===== src/rtl/hex_disp_pkg.sv =====
// Shared constants and seven-segment decode for the multiplexed hex display.
package hex_disp_pkg;

   localparam int NUM_DIGITS = 6;
   localparam logic [6:0] SEG_OFF = 7'h7F;
   localparam logic [5:0] AN_OFF  = 6'h3F;

   // Active-low segments, bit6 = a ... bit0 = g.
   function automatic logic [6:0] hex7seg(input logic [3:0] nibble);
      logic [6:0] seg;
      case (nibble)
         4'h0:    seg = 7'b0000001;
         4'h1:    seg = 7'b1001111;
         4'h2:    seg = 7'b0010010;
         4'h3:    seg = 7'b0000110;
         4'h4:    seg = 7'b1001100;
         4'h5:    seg = 7'b0100100;
         4'h6:    seg = 7'b0100000;
         4'h7:    seg = 7'b0001111;
         4'h8:    seg = 7'b0000000;
         4'h9:    seg = 7'b0001100;
         4'hA:    seg = 7'b0001000;
         4'hB:    seg = 7'b1100000;
         4'hC:    seg = 7'b0110001;
         4'hD:    seg = 7'b1000010;
         4'hE:    seg = 7'b0110000;
         default: seg = 7'b0111000;
      endcase
      return seg;
   endfunction

   // Digit k shows snap[4k+3:4k]; HEX5..HEX4 carry the PC byte.
   function automatic logic [3:0] digit_nibble(input logic [23:0] snap,
                                               input logic [2:0]  digit);
      logic [3:0] nib;
      case (digit)
         3'd0:    nib = snap[3:0];
         3'd1:    nib = snap[7:4];
         3'd2:    nib = snap[11:8];
         3'd3:    nib = snap[15:12];
         3'd4:    nib = snap[19:16];
         default: nib = snap[23:20];
      endcase
      return nib;
   endfunction

endpackage


===== src/rtl/hex_display_scanner_scan_timer.sv =====
// Slot divider and digit counter; exposes current and next-cycle scan position.
module scan_timer
   import hex_disp_pkg::*;
#(
   parameter int DIV   = 50000,
   parameter int BLANK = 2,
   parameter int CW    = $clog2(DIV)
) (
   input  logic          clock,
   input  logic          reset,
   output logic [CW-1:0] div_cnt,
   output logic [2:0]    digit,
   output logic          slot_blank,
   output logic          frame_end,
   output logic [2:0]    digit_next,
   output logic          blank_next
);

   localparam logic [CW-1:0] DIV_LAST   = CW'(DIV - 1);
   localparam logic [CW-1:0] BLANK_C    = CW'(BLANK);
   localparam logic [2:0]    DIGIT_LAST = 3'(NUM_DIGITS - 1);

   logic [CW-1:0] div_next;
   logic          slot_end;

   assign slot_end = (div_cnt == DIV_LAST);

   always_comb begin
      div_next   = div_cnt + 1'b1;
      digit_next = digit;
      if (slot_end) begin
         div_next   = '0;
         digit_next = (digit == DIGIT_LAST) ? 3'd0 : digit + 3'd1;
      end
   end

   // Output registers downstream are loaded from the next position, so they
   // need the blanking decision one cycle early.
   assign blank_next = (BLANK != 0) && (div_next < BLANK_C);
   assign slot_blank = (BLANK != 0) && (div_cnt < BLANK_C);
   assign frame_end  = slot_end && (digit == DIGIT_LAST);

   always_ff @(posedge clock) begin
      if (!reset) begin
         div_cnt <= '0;
         digit   <= 3'd0;
      end else begin
         div_cnt <= div_next;
         digit   <= digit_next;
      end
   end

endmodule


===== src/rtl/hex_display_scanner.sv =====
// Six-digit multiplexed hex display of PC[7:0] and WD[15:0] with tear-free
// frame-boundary capture, req/ack or free-running.
module hex_display_scanner
   import hex_disp_pkg::*;
#(
   parameter int DIV   = 50000,
   parameter int BLANK = 2
) (
   input  logic        clock,
   input  logic        reset,
   input  logic [31:0] pc_val,
   input  logic [31:0] wd_val,
   input  logic        cap_req,
   input  logic        live,
   output logic [6:0]  seg,
   output logic [5:0]  an,
   output logic        cap_ack,
   output logic        frame_done
);

   localparam int CW = $clog2(DIV);

   logic [CW-1:0] div_cnt;
   logic [2:0]    digit;
   logic          slot_blank;
   logic          frame_end;
   logic [2:0]    digit_next;
   logic          blank_next;
   logic [23:0]   snap;
   logic [23:0]   snap_next;

   scan_timer #(
      .DIV   (DIV),
      .BLANK (BLANK),
      .CW    (CW)
   ) u_scan_timer (
      .clock      (clock),
      .reset      (reset),
      .div_cnt    (div_cnt),
      .digit      (digit),
      .slot_blank (slot_blank),
      .frame_end  (frame_end),
      .digit_next (digit_next),
      .blank_next (blank_next)
   );

   // Only the boundary cycle may load the snapshot, so a frame never tears.
   always_comb begin
      snap_next = snap;
      if (frame_end && (cap_req || live))
         snap_next = {pc_val[7:0], wd_val[15:0]};
   end

   always_ff @(posedge clock) begin
      if (!reset) begin
         snap       <= '0;
         seg        <= SEG_OFF;
         an         <= AN_OFF;
         cap_ack    <= 1'b0;
         frame_done <= 1'b0;
      end else begin
         snap       <= snap_next;
         cap_ack    <= frame_end && cap_req;
         frame_done <= frame_end;
         if (blank_next) begin
            seg <= SEG_OFF;
            an  <= AN_OFF;
         end else begin
            seg <= hex7seg(digit_nibble(snap_next, digit_next));
            an  <= AN_OFF ^ (6'b000001 << digit_next);
         end
      end
   end

   logic unused_ok;
   assign unused_ok = ^{pc_val[31:8], wd_val[31:16], slot_blank, div_cnt, digit};

endmodule


===== config.mk =====
export PLATFORM = sky130hd
export DESIGN_NAME = hex_display_scanner
export DESIGN_NICKNAME = d
export VERILOG_FILES = /design/src/rtl/hex_disp_pkg.sv /design/src/rtl/hex_display_scanner_scan_timer.sv /design/src/rtl/hex_display_scanner.sv
export SDC_FILE = /design/constraint.sdc
export NUM_CORES = 1
export LEC_CHECK = 0
export BUFFER_PORTS_ARGS = -buffer_cell sky130_fd_sc_hd__buf_2
export CORE_MARGIN = 2
export CORE_UTILIZATION = 45
export CTS_CLUSTER_DIAMETER = 120
export CTS_CLUSTER_SIZE = 40
export DETAILED_ROUTE_END_ITERATION = 10
export HOLD_SLACK_MARGIN = 0.15
export PLACE_DENSITY = 0.76
export SLEW_MARGIN = 5
export SYNTH_ARGS = -nofsm -noshare
export SYNTH_HDL_FRONTEND = slang
export SYNTH_HIERARCHICAL = 1
export SYNTH_SLANG_ARGS = --single-unit

===== constraint.sdc =====
create_clock -name clock -period 4.7 [get_ports clock]
set_input_delay 0.47 -clock clock [delete_from_list [all_inputs] [get_ports clock]]
set_output_delay 0.47 -clock clock [all_outputs]
set_load 0.005 [all_outputs]

Word level (Yosys, flattened, before mapping)
Memories as Yosys holds them, arrays and structs flattened. A register that Yosys moved wholly into a read port is not among the register bits.
Index checks and enable logic that the tools add are counted.
{"block": "classes", "eq_ne": 6, "n_mux": 7, "reduce_logical": 6, "n_lt_le_gt_ge": 1, "bitwise": 2, "add_sub_neg": 2, "shift": 1}
{"op": "2-to-1 mux 24 bit", "count": 1}
{"op": "one-hot mux 4 bit (5 select lines)", "count": 1}
{"op": "adder 16 x 1 -> 16 bit, second input constant", "count": 1}
{"op": "== test 16 bit, second input constant", "count": 1}
{"op": "less-than comparator 16 x 2 -> 1 bit, second input constant", "count": 1}
{"op": "2-to-1 mux 16 bit", "count": 1}
{"op": "2-to-1 mux 4 bit", "count": 2}
{"op": "== test 3 x 2 -> 1 bit, second input constant", "count": 2}
{"op": "== test 3 bit, second input constant", "count": 2}
{"op": "2-to-1 mux 3 bit", "count": 2}
{"op": "inverter 6 bit", "count": 1}
{"op": "left shift 1 x 3 -> 6 bit, first input constant", "count": 1}
{"op": "adder 3 x 1 -> 3 bit, second input constant", "count": 1}
{"op": "== test 3 x 1 -> 1 bit, second input constant", "count": 1}
{"op": "logical AND 1 bit", "count": 3}
{"op": "logical NOT 3 bit", "count": 1}
{"op": "OR reduction 2 bit", "count": 1}
{"op": "logical OR 1 bit", "count": 1}
{"op": "inverter 1 bit", "count": 1}
{"block": "totals", "register_bits": 51, "elab_cells": 32, "n_memories": 1, "in_bits": 68, "out_inout_bits": 15, "rom_bits": 112}
{"memory": "(no name shown)", "depth": 16, "word_bits": 7, "rd": 1, "rd_clocked_by_memory_dff": 1, "wr": 0, "line_no": "hex_disp_pkg.sv:11", "source": "case (nibble)"}

Depth between registers and ports, before layout
{"block": "logic_depth", "depth_word": 7, "mapped_depth": 17, "ltp_nobuf": 15}

By module
Netlist, hierarchy kept.
{"mod": "hex_display_scanner", "cells_per_inst": 215, "area_each_um2": 1975.6, "instances": 1}
{"mod": "scan_timer", "cells_per_inst": 130, "area_each_um2": 1091.0, "instances": 1}

Least setup slack after synthesis
OpenSTA, ideal clock, no wires.
{"block": "synth_timing", "path_kind": "reg-to-reg", "from": "reg u_scan_timer.div_cnt[0]", "to": "reg seg[3]", "setup_time_ns": 0.131, "path_stages_with_launch": 18, "t_arrival_ns": 3.277, "n_path_buf": 3, "setup_slack_ns": 1.292, "period_less_slack_ns": 3.408, "path_cell_list": "dfxtp_1 > ha_1 > clkbuf_1 > nand4_1 > nor4_1 > nand2_1 > nor3b_1 > o21ai_2 > buf_6 > buf_6 > a221oi_2 > a21oi_1 > o31ai_4 > inv_1 > ha_1 > a21oi_1 > a32o_1 > o21ai_1"}
{"block": "synth_via", "elab_chain_len": 7, "elab_cells_between_ends": 17, "classes_between": "add/sub: 1; order compare: 1; eq/ne: 5; mux: 6; reduce/logical: 4"}
{"item": "start: declaration", "line_no": "hex_display_scanner_scan_timer.sv:11", "source": "output logic [CW-1:0] div_cnt,"}
{"item": "start signal: assignment", "line_no": "hex_display_scanner_scan_timer.sv:48", "source": "div_cnt <= div_next;"}
{"item": "== test 16 bit", "line_no": "hex_display_scanner_scan_timer.sv:26", "source": "assign slot_end = (div_cnt == DIV_LAST);"}
{"item": "logical AND 1 bit", "line_no": "hex_display_scanner_scan_timer.sv:41", "source": "assign frame_end = slot_end && (digit == DIGIT_LAST);"}
{"item": "named net frame_end", "line_no": "hex_display_scanner.sv:26", "source": "logic frame_end;"}
{"item": "logical AND 1 bit", "line_no": "hex_display_scanner.sv:50", "source": "if (frame_end && (cap_req || live))"}
{"item": "2-to-1 mux 24 bit", "line_no": "hex_display_scanner.sv:50"}
{"item": "one-hot mux 4 bit (5 select lines)", "line_no": "hex_disp_pkg.sv:36", "source": "case (digit)"}
{"item": "2-to-1 mux 4 bit", "line_no": "hex_display_scanner.sv:65", "source": "if (blank_next) begin"}
{"item": "2-to-1 mux 4 bit", "line_no": "hex_display_scanner.sv:55", "source": "if (!reset) begin"}
{"item": "end: declaration", "line_no": "hex_display_scanner.sv:15", "source": "output logic [6:0] seg,"}
The timed path passes the listed nets, and every way through them passes these cells. The select of a mux whose other input is x is not followed.
A chain may end at the register's enable or synchronous reset.

Worst setup path after layout
{"block": "layout_timing", "from": "reg u_scan_timer.div_cnt[0]", "to": "reg seg[3]"}
{"block": "layout_via", "elab_cells_between_ends": 17, "classes_between": "add/sub: 1; order compare: 1; eq/ne: 5; mux: 6; reduce/logical: 4"}
{"item": "== test 16 bit *", "line_no": "hex_display_scanner_scan_timer.sv:26"}
{"item": "2-to-1 mux 3 bit *", "line_no": "hex_display_scanner_scan_timer.sv:31", "source": "if (slot_end) begin"}
{"item": "named net digit_next[0]", "line_no": "hex_display_scanner.sv:27", "source": "logic [2:0] digit_next;"}
{"item": "== test 3 bit (tied with other cells)", "line_no": "hex_disp_pkg.sv:36"}
{"item": "one-hot mux 4 bit (5 select lines) *", "line_no": "hex_disp_pkg.sv:36"}
{"item": "2-to-1 mux 4 bit *", "line_no": "hex_display_scanner.sv:65"}
{"item": "2-to-1 mux 4 bit *", "line_no": "hex_display_scanner.sv:55"}
Mark *: on every way through the listed nets, which the timed path passes. The rest lies on a longest branch. The select of a mux whose other input is x is not followed.

==> results by group <==
Status
  • Status: complete, no violations

CTS
  • Post-cts hold buffer count: 0
  • Worst-Skew Late Latency: 0.34 ns
  • H-tree levels: 3
  • TritonCTS buffer count: 9
  • Post-CTS sizing: 0
  • Clock root cell: clkbuf_8
  • Setup Buffers After CTS: 0
  • CTS tree: done
  • Deepest clock path buffer count: 2
  • Clock sink count: 58
  • Reg clk slew, reported paths: 0.07 ns

Routing
  • DRT iter0 DRCs: 171
  • Remaining DRCs: 0
  • Vias per Instance: 5.51
  • Routed length per instance: 14.3 µm
  • DRT antenna net count: 0
  • Pre-Repair DR Iteration Count: 4
  • Via count: 2,517
  • Final wirelength: between 6000 and 7000 µm

Critical path
  • CP max FO: 10
  • Endpoint class of the critical path: flip-flop
  • Reg2Reg Setup Slack: 0.63 ns
  • Worst path slowest cell: or4_4
  • CP arrival: 4.27 ns
  • Crit-path leading delay family: compound AO/OA/AOI/OAI gates
  • Critical path class: flip-flop to flip-flop
  • CP peak stage delay: 0.50 ns
  • Worst Reg-to-Reg Cells: 14
  • Buf+Inv Stages, Crit Path: 2
  • R2r endpoint: seg[3]
  • Worst EP required: 4.90 ns
  • Critical path cell sequence: ha_1 -> nand4_1 -> or4_4 -> xnor2_2 -> inv_1 -> a32o_1 -> a21oi_2 -> a21oi_1 -> o31ai_4 -> inv_1 -> ha_1 -> a21oi_1 -> a32o_1 -> o21ai_1
  • R2R Path Start: u_scan_timer/div_cnt[0]
  • Startpoint type of the worst setup path: flip-flop

Global route
  • Vias in the first global route: 2,384
  • Antenna violations before repair: 0
  • First-pass GRT wire length: 11,100 µm
  • Largest net degree at the start of global routing: 37
  • Gr usage total: 0.188
  • GRT overflow: 0

Worst hold path
  • Worst hold endpoint: snap[2]
  • Worst min-delay path startpoint: wd_val[2]
  • Hold Crit Depth: 3
  • HP Class: primary input to flip-flop

Placed design
  • PortBufs: between 40 and 50
  • Routability Congestion: 0.839
  • Dpl hpwl: approximately 4600 µm
  • Dpl ws: 0.693 ns
  • Placed cell areas: 0.00325 mm²

STA
  • RSZ-0062 raised after global routing: false
  • Hold Vio Cnt, Final: 0
  • Minimum clock period: 4.07 ns
  • Max Freq: 0.246 GHz
  • Worst rel slew slack: 0.377
  • Worst Skew: between 0.008 and 0.009 ns
  • Final setup fails: 0
  • Period utilization: 0.866
  • Final max-slew violation count: 0
  • Final setup margin: 0.629 ns
  • Sum Neg Setup Slack: 0 ns
  • Slew @ Worst Pin: 0.934 ns

Floorplanning
  • Die Wd: 86.3 µm
  • Core ar.: ~0.0065 mm²
  • Chip height: between 80 and 90 µm
  • Cell Rows: 29
  • IO Count: 83
  • Die area: 0.00744 mm²
  • Initial Util: 0.472

Cells and area
  • Most common cell after layout, fill and taps aside: dfxtp_1
  • Layout cells sized above 1: 0.216
  • Area Growth Syn to Fin: 13.9%
  • Final Net Count: 450
  • Design Area, Final: 0.00347 mm²
  • Commonest non-fill, non-tap cells in the layout: dfxtp_1 (58), buf_2 (42), nand2_1 (37)
  • Antenna cells: 0
  • Final core utilization: 0.537

Logic synthesis
  • Area of the mapped netlist: 0.00305 mm²
  • Ys Warns: 6
  • Avg Inst Size Synth: 8.93 µm²
  • Synthesized Nets: roughly 420
  • Mapped Cells: 341

Power and ir drop
  • Final Power: around 1.1 mW
  • Leakage: 1.43 nW
  • PD cells: 308 mW/mm²
  • VDD IR max: 0.168 mV

Job
  • Max Cap Viol: 0
flip-flops by register name, indices dropped and copies added, names as in the netlist:
name,cells
snap,24
u_scan_timer/div_cnt,16
cap_ack,1
frame_done,1
seg,7
u_scan_timer/digit,3
an,6
tightest hold or removal path, cell delays in order:
cell and delay [ns]:
buf_2 0.10, nand2_1 0.04, a21boi_0 0.06
metrics by stage:
step	instances	hold WS, ns
after global routing	457	0.388
after floorplan	341	0.439
after global placement	441	0.449
final	457	0.389
after CTS	457	0.379
after detailed placement	441	0.456
final cells by class:
type	count	area, µm²
Timing Repair Buffer	46	240
Sequential cell	58	1160
Tap cell	77	96.3
Fill cell	601	2990
Clock buffer	11	141
Clock inverter	5	77.6
Multi-Input combinational cell	253	1730
Inverter	7	26.3
worst max-delay path by stage:
stage | start | to | slack [ns] | cells past startpoint
6_report | u_scan_timer/div_cnt[0] | seg[3] | 0.63 | 14
5_1_grt | u_scan_timer/div_cnt[0] | seg[3] | 0.23 | 14
4_1_cts | u_scan_timer/div_cnt[0] | seg[3] | 0.69 | 14
3_5_place_dp | u_scan_timer/div_cnt[0] | seg[3] | 0.69 | 14
3_3_place_gp | u_scan_timer/div_cnt[0] | seg[3] | 0.77 | 14
2_1_floorplan | u_scan_timer/div_cnt[0] | seg[3] | 1.29 | 17
layer usage:
layer	track usage	wire length, µm	vias up
met3	0.0562	318	15
met1	0.235	3030	1165
met2	0.298	3040	63
met5	0	0	-
li1	-	-	1274
met4	0.0866	133	0
report_power, final:
part	leakage (nW)	switching (mW)	total (mW)	internal, mW
clock	0.109	0.197	0.508	0.311
sequential	0.470	0.00524	0.507	0.502
combinational	0.851	0.0279	0.0536	0.0257
(Power assumes the default switching activity.)
